===== src/rtl/obj_motion_ctrl.sv =====
// Frame-rate object motion and shape-select control for the VGA shape renderer.
// Moves the object centre once per frame with wall bounce. Debounced keys select the shape and pause motion.

module obj_motion_ctrl_deb #(
  parameter int DEB_CYCLES = 250000
) (
  input  logic clk,
  input  logic rst,
  input  logic key_n,
  output logic press
);

  localparam int CW = (DEB_CYCLES > 1) ? $clog2(DEB_CYCLES) : 1;
  localparam logic [CW-1:0] CNT_MAX = CW'(DEB_CYCLES - 1);

  logic          sync1_q, sync1_d;
  logic          sync2_q, sync2_d;
  logic [1:0]    vld_q, vld_d;
  logic          arm_q, arm_d;
  logic          acc_q, acc_d;
  logic [CW-1:0] cnt_q, cnt_d;
  logic          press_q, press_d;

  // A key only arms once it has really been sampled released after reset,
  // so a key held through reset release cannot produce a press.
  always_comb begin
    sync1_d = key_n;
    sync2_d = sync1_q;
    vld_d   = {vld_q[0], 1'b1};
    arm_d   = arm_q | (vld_q[1] & sync2_q);
    acc_d   = acc_q;
    cnt_d   = '0;
    press_d = 1'b0;
    if (sync2_q != acc_q) begin
      if (cnt_q == CNT_MAX) begin
        acc_d   = sync2_q;
        press_d = ~sync2_q & arm_q;
      end else begin
        cnt_d = cnt_q + CW'(1);
      end
    end
  end

  always_ff @(posedge clk or negedge rst) begin
    if (!rst) begin
      sync1_q <= 1'b1;
      sync2_q <= 1'b1;
      vld_q   <= 2'b00;
      arm_q   <= 1'b0;
      acc_q   <= 1'b1;
      cnt_q   <= '0;
      press_q <= 1'b0;
    end else begin
      sync1_q <= sync1_d;
      sync2_q <= sync2_d;
      vld_q   <= vld_d;
      arm_q   <= arm_d;
      acc_q   <= acc_d;
      cnt_q   <= cnt_d;
      press_q <= press_d;
    end
  end

  assign press = press_q;

endmodule

module obj_motion_ctrl #(
  parameter int H_ACT      = 640,
  parameter int V_ACT      = 480,
  parameter int HALF       = 25,
  parameter int STEP       = 2,
  parameter int X_INIT     = 305,
  parameter int Y_INIT     = 215,
  parameter int DEB_CYCLES = 250000
) (
  input  logic        clk,
  input  logic        rst,
  input  logic        vga_vs,
  input  logic        key_next,
  input  logic        key_pause,
  output logic [12:0] objX,
  output logic [12:0] objY,
  output logic [1:0]  img,
  output logic        moving,
  output logic        frame_tick
);

  localparam logic [13:0] LO   = 14'(HALF);
  localparam logic [13:0] X_HI = 14'(H_ACT - 1 - HALF);
  localparam logic [13:0] Y_HI = 14'(V_ACT - 1 - HALF);

  typedef enum logic {RUN, PAUSE} state_t;

  state_t      state_q, state_d;
  logic        vs_s1_q, vs_s2_q, vs_s3_q;
  logic        tick_q, tick_d;
  logic [12:0] x_q, x_d, y_q, y_d;
  logic        xdir_q, xdir_d, ydir_q, ydir_d;
  logic [1:0]  img_q, img_d;
  logic        next_press, pause_press;

  obj_motion_ctrl_deb #(.DEB_CYCLES(DEB_CYCLES)) u_deb_next (
    .clk   (clk),
    .rst   (rst),
    .key_n (key_next),
    .press (next_press)
  );

  obj_motion_ctrl_deb #(.DEB_CYCLES(DEB_CYCLES)) u_deb_pause (
    .clk   (clk),
    .rst   (rst),
    .key_n (key_pause),
    .press (pause_press)
  );

  // Returns {direction, position}; direction 1 means increasing coordinate.
  function automatic logic [13:0] axis_step(input logic [12:0] pos, input logic up,
                                            input logic [13:0] hi);
    logic [13:0] p, step, sum, dif;
    p    = {1'b0, pos};
    step = 14'(STEP);
    sum  = p + step;
    dif  = p - step;
    axis_step = {up, pos};
    if (up) begin
      if (sum > hi) axis_step = {1'b0, hi[12:0]};
      else          axis_step = {1'b1, sum[12:0]};
    end else begin
      if (p < LO + step) axis_step = {1'b1, LO[12:0]};
      else               axis_step = {1'b0, dif[12:0]};
    end
  endfunction

  // Motion uses the state before any pause press arriving in the same cycle.
  always_comb begin
    tick_d  = vs_s2_q & ~vs_s3_q;
    state_d = state_q;
    x_d     = x_q;
    y_d     = y_q;
    xdir_d  = xdir_q;
    ydir_d  = ydir_q;
    img_d   = img_q;
    if (tick_q && state_q == RUN) begin
      {xdir_d, x_d} = axis_step(x_q, xdir_q, X_HI);
      {ydir_d, y_d} = axis_step(y_q, ydir_q, Y_HI);
    end
    if (pause_press) state_d = (state_q == RUN) ? PAUSE : RUN;
    if (next_press)  img_d = img_q + 2'd1;
  end

  always_ff @(posedge clk or negedge rst) begin
    if (!rst) begin
      vs_s1_q <= 1'b1;
      vs_s2_q <= 1'b1;
      vs_s3_q <= 1'b1;
      tick_q  <= 1'b0;
      state_q <= RUN;
      x_q     <= 13'(X_INIT);
      y_q     <= 13'(Y_INIT);
      xdir_q  <= 1'b1;
      ydir_q  <= 1'b1;
      img_q   <= 2'd0;
    end else begin
      vs_s1_q <= vga_vs;
      vs_s2_q <= vs_s1_q;
      vs_s3_q <= vs_s2_q;
      tick_q  <= tick_d;
      state_q <= state_d;
      x_q     <= x_d;
      y_q     <= y_d;
      xdir_q  <= xdir_d;
      ydir_q  <= ydir_d;
      img_q   <= img_d;
    end
  end

  assign objX       = x_q;
  assign objY       = y_q;
  assign img        = img_q;
  assign moving     = (state_q == RUN);
  assign frame_tick = tick_q;

endmodule


===== config.mk =====
export PLATFORM = sky130hd
export DESIGN_NAME = obj_motion_ctrl
export DESIGN_NICKNAME = d
export VERILOG_FILES = /design/src/rtl/obj_motion_ctrl.sv
export SDC_FILE = /design/constraint.sdc
export NUM_CORES = 1
export LEC_CHECK = 0
export ABC_AREA = 1
export CORE_ASPECT_RATIO = 0.75
export CORE_MARGIN = 8
export CORE_UTILIZATION = 45
export CTS_CLUSTER_SIZE = 14
export DETAILED_ROUTE_END_ITERATION = 10
export GPL_TIMING_DRIVEN = 0
export PLACE_DENSITY = 0.71
export SLEW_MARGIN = 20
export SYNTH_ARGS = -nofsm -noshare
export SYNTH_HDL_FRONTEND = slang
export SYNTH_SLANG_ARGS = --single-unit

===== constraint.sdc =====
create_clock -name clk -period 2 [get_ports clk]
set_input_delay 0.2 -clock clk [delete_from_list [all_inputs] [get_ports clk]]
set_output_delay 0.2 -clock clk [all_outputs]
set_load 0.005 [all_outputs]

---- Yosys cells after proc, flatten, opt, wreduce, memory -nomap -nowiden ----
Cells that the tools add are included.
cells by class
  divide/modulo/power cells ............... 0
  eq/ne operators ......................... 4
  shift-type cells ........................ 0
  magnitude comparators ................... 4
  multipliers ............................. 0
  reductions and logical operators ........ 3
  add/subtract/negate cells ............... 7
  mux-type cells .......................... 15
  bitwise logic cells ..................... 11
operators with widths
  kind                                                             count
  2-to-1 mux 14 bit                                                6
  2-to-1 mux 18 bit                                                4
  adder 18 x 1 -> 18 bit, second input constant                    2
  equality test 18 bit, second input constant                      2
  adder 13 x 2 -> 14 bit, second input constant                    2
  < comparator 13 x 5 -> 1 bit, second input constant              2
  subtractor 13 x 2 -> 13 bit, second input constant               2
  greater-than comparator 14 x 10 -> 1 bit, second input constant  1
  greater-than comparator 14 x 9 -> 1 bit, second input constant   1
  bitwise AND 1 bit                                                5
  2-to-1 mux 1 bit                                                 5
  inverter 1 bit                                                   4
  AND reduction 2 bit                                              2
  adder 2 x 1 -> 2 bit, second input constant                      1
  inequality test 1 bit                                            2
  OR 1 bit                                                         2
  logical AND 1 bit                                                1
storage, ports and cells
  ROM bits ................................ 0
  RAM bits ................................ 0
  flip-flop bits (word level) ............. 85
  memories ................................ 0
  output and inout bits ................... 30
  bits in latches ......................... 0
  input port bits ......................... 5

---- Longest topological paths before layout ----
Gate-level depths: netlist of the first run.
  depth after elaboration ................. 4
  gate-level depth with buffers ........... 14
  gate-level depth less buffers ........... 14

---- By module ----
Synthesis of the first run repeated with hierarchy kept, for this count alone.
second synthesis, totals
  cell total of the unflattened synthesis .. 694
  area total of the unflattened synthesis .. 5296.3 sq um
by module, submodules not included
  module               area each (sq um)  cells each  instances
  obj_motion_ctrl      2778.9             404         1
  obj_motion_ctrl_deb  1258.7             145         2

---- Worst setup path before layout of the first run ----
OpenSTA, ideal clock, no wires.
  kind .................................... register to register
  start point ............................. reg y_q[1] (netlist: objY[1])
  end point ............................... reg y_q[4] (netlist: objY[4])
  setup slack ............................. 0.233 ns
  stages on the path, launching flop included .. 10
  arrival time ............................ 1.694 ns
  path buffers ............................ 0
  required time ........................... 1.927 ns
  cell sequence ........................... dfstp_2 inv_1 ha_1 nand3_1 nand2_1 nor2_1 nand2_1 a21oi_1 nand4_1 a21oi_1
on the way
  word-level cells in the longest chain between the ends .. 4
  elaborated cells between the ends (all ways) .. 7
ends and longest elaborated chain
  element                                  line  text
  from (decl)                              98    logic [12:0] x_q, x_d, y_q, y_d;
  from (signal assigned)                   160   y_q <= 13'(Y_INIT);
  from (signal assigned)                   171   y_q <= y_d;
  adder 13 x 2 -> 14 bit                   123   sum = p + step;
  greater-than comparator 14 x 9 -> 1 bit  127   if (sum > hi) axis_step = {1'b0, hi[12:0]};
  2-to-1 mux 14 bit                        127
  2-to-1 mux 14 bit *                      126   if (up) begin
Mark *: on every way between the ends. The rest lies on a longest branch, timed or not.
A chain may end at the register's enable or synchronous reset.

---- Worst setup path after layout of the first run ----
  start point ............................. reg y_q[6] (netlist: objY[6])
  end point ............................... reg y_q[1] (netlist: objY[1])
Same word-level chain as after synthesis.

==> results of run 1 <==
[metal layers]
layer / GRT usage [%] / vias up
met5: 0 / -
met4: 3.87 / 0
met3: 4.21 / 16
met2: 25.7 / 142
met1: 22.4 / 2167
li1: - / 2258
[area by class of cell]
| cell class | count | area, um^2 |
|---|---|---|
| clock buffers | 11 | 233 |
| multi-input cells | 478 | 2670 |
| inverters | 81 | 304 |
| plain buffers | 12 | 60.1 |
| repair buffers | 44 | 439 |
| clock inverters | 5 | 85.1 |
| flip-flops and latches | 83 | 2110 |
| fillers | 994 | 4790 |
| well taps | 140 | 175 |
[flip-flops by register name, indices dropped and copies added, names as in the netlist, 2 cells and up]
register           flops
u_deb_next.cnt_q      18
u_deb_pause.cnt_q     18
objX                  13
objY                  13
img                    2
[cell families (layout without fill, tap and decap cells)]
kind of cell               after synthesis  count (layout)  share of synthesized area [%]
other                                    1               1                         0.0752
adders and majority gates                8               8                           2.01
buffers and inverters                   93             153                           7.28
and+or+nand+nor                        362             362                           34.0
AOI/OAI and AO/OA                       73              73                           8.38
xor gates and xnor gates                32              32                           5.62
DFF                                     83              83                           42.2
muxes                                    2               2                          0.427
[cells in the mapped netlist, drive strengths merged (4+ instances only)]
master    n  area share, %
nor3     21            2.4
buf      10            1.0
a21oi    34            3.4
ha        8            2.0
xnor2     8            1.4
nor3b     4           0.60
inv      81            6.1
xor2     24            4.2
dfrtp    62             31
nand4    29            3.6
o21ai    23            2.4
nor4      5           0.63
nor2    104            8.8
nand2   136             11
nand3    56            6.1
a22oi     6            1.1
dfstp    21             11
[metrics by stage]
step	setup WS (ns)	total power [mW]	hold slack (ns)	instance area [um^2]
3_5_place_dp	-0.0332	4.76	0.199	5530
2_1_floorplan	0.233	3.92	-0.0956	4990
3_3_place_gp	-2.20	4.69	0.332	5500
6_report	0.0557	6.97	0.261	6070
5_1_grt	-0.0407	7.40	0.249	6070
4_1_cts	0.00970	6.63	0.254	5880
[worst max path at each step]
stage | end | cells after the start | startpoint
detailed placement | objY[1] | 12 | objY[1]
CTS | objY[5] | 12 | objY[2]
global placement | u_deb_pause.cnt_q[7] | 1 | rst
floorplan | objY[4] | 9 | objY[1]
global route | objY[0] | 11 | objY[6]
finish | objY[1] | 12 | objY[6]
[timing repair]
item	4_1_cts	5_1_grt
hold buffers	1	0
endpoints found under the setup margin	4	33
setup buffers	2	6
gates cloned	0	0
pin swaps	0	17
endpoints found under the hold margin	22	0
resized for setup	3	43
[power by group through the flow]
stage	Sequential, mW	Combinational [mW]	Clock, mW
after floorplan	2.20	1.72	0
after global placement	2.26	2.43	0
after detailed placement	2.27	2.49	0
after CTS	2.23	2.55	1.84
after global routing	2.29	3.21	1.90
final	2.25	2.92	1.80
==> reports/qor.txt, run 1 <==
Fraction of the yosys area taken by sequential cells: 42.2%
Arr. time, crit path: 2.22 ns
CP top delay family: simple AND/OR/NAND/NOR gates
Die Area: 14,700 um^2
Power share of the sequential group: 32.3%
Leak: 2.71 nW
CTS H-Tree Depth: 3
DR WL/cell: 14.4 um
Grt ovf: 0
Worst min path class: input port to register
Post-synthesis register bit count: 83
Non-filler cells, final: 854
WHS Path Cells: 1
Sw frac: 39.3%
CTS Root Cell: clkbuf_16
Slew HR: 50.5%
Post-layout min period: 1.94 ns
Final Util: 55.9%
Most frequent cells in the layout: nand2_1 (125), nor2_1 (84), inv_1 (72)
Buf/Inv on CP: 2
Die Y: 107 um
Gate Count Post-Synth: 654
Logic pwr share: 41.8%
Met3 wire length: 790 um
Cell Chain, Critical Path: buf_2, nand2_1, nor2_2, nand3_1, nand2_1, nand2_1, nor2_2, nand3_2, nand2_4, nand3_1, nand2_1, inv_1
Type of the worst setup path: register to register
Final Hold Vio Count: 0
Inserted Diodes: 0
Hold Startpoint: key_pause
Bufs on Longest Clock Path: 2
WL met2: 5.76 mm
Setup TNS: 0 ns
Delay of the slowest critical-path stage: 0.55 ns
Mean post-synth cell area: 7.62 um^2
Worst-Margin Slew: 0.738 ns
Most Frequent Cell on Critical Path: nand2_1
Antenna violations before repair: 0
Core Box Area: 10,900 um^2
Gpl congestion: 0.910
Most used DFF post-synth: dfrtp_1
Number of remaining DRC errors: 0
Reg2reg path depth: 12
Max cap viols: 0
CP required: 2.28 ns
Worst Setup Start Kind: register
Int Pwr: 4.23 mW
Hold EP: u_deb_pause.sync1_q
Slowest CP cell: dfstp_2
Switching pwr: 2.74 mW
CTS tree: yes
Synth Cell Area: 4990 um^2
DR top layer: met4
Maximum vdd drop: 0.000494 V
Total number of vias: 4,583
Final max-slew violation count: 0
Initial DRC Count: 326
Synth warnings: 0
Pwr Density: 1150 nW/um^2
Part of the cycle the worst path needs: 97.2%
First-pass GRT wire length: 19.8 mm
R2r startpoint: objY[6]
Worst setup EP type: register
Final Net Count: 722
Commonest non-fill, non-tap cell in the layout: nand2_1
Clock Latency Late Sink: 0.34 ns
Vias in the first global route: 4,195
Clock Power Share: 25.9%
TritonRoute pass-1 iters: 5
Clk_skew: 0.00625 ns
Max FO, Critical Path: 10
Met1 Wirelength: 5.61 mm
Layout cells sized above 1: 17.2%
Post-Route WL: 12.3 mm
R2R Setup Slk: 0.06 ns
Area delta synth->final: 21.8%
Post-synth ARST share: 100%
Sink Count: 83
# setup viols final: 0
EDFF count, synth: 0
Starting Density: 45.9%
Outcome: finished, final reports clean
Via density: 5.37
Dpl hpwl: 8.52 mm
I/O pins: 35
Worst-path clk slew: 0.07 ns
Die width: 138 um
CTS buffer count: 9
F_max: 514 MHz
Reg-to-reg critical path endpoint: objY[1]
Largest net degree at the start of global routing: 50
Unique masters post-synth: 44
IO Port Bufs: 34
Synthesized Nets: 667
Rows: 33
Post-route antenna net violation count: 0
GRT Util Overall: 16.5%
Placed cells: 829
Note: power is estimated with default switching activity, not from simulation.
==> run 2, diff against run 1 <==
--- a/config.mk
+++ b/config.mk
@@ -8,2 +8,3 @@
 export ABC_AREA = 1
+export ABC_CLOCK_PERIOD_IN_PS = 2000
 export CORE_ASPECT_RATIO = 0.75
--- a/constraint.sdc
+++ b/constraint.sdc
@@ -3,2 +3,2 @@
 set_output_delay 0.2 -clock clk [all_outputs]
-set_load 0.005 [all_outputs]
+set_load 0.01 [all_outputs]
==> results of run 2 <==
Same layout as run 1 (identical final DEF). Status: finished, final reports clean.
Main changes from that run: total power 6.97 mW -> 7.04 mW; worst IR drop on VDD 0.000494 V -> 0.000495 V
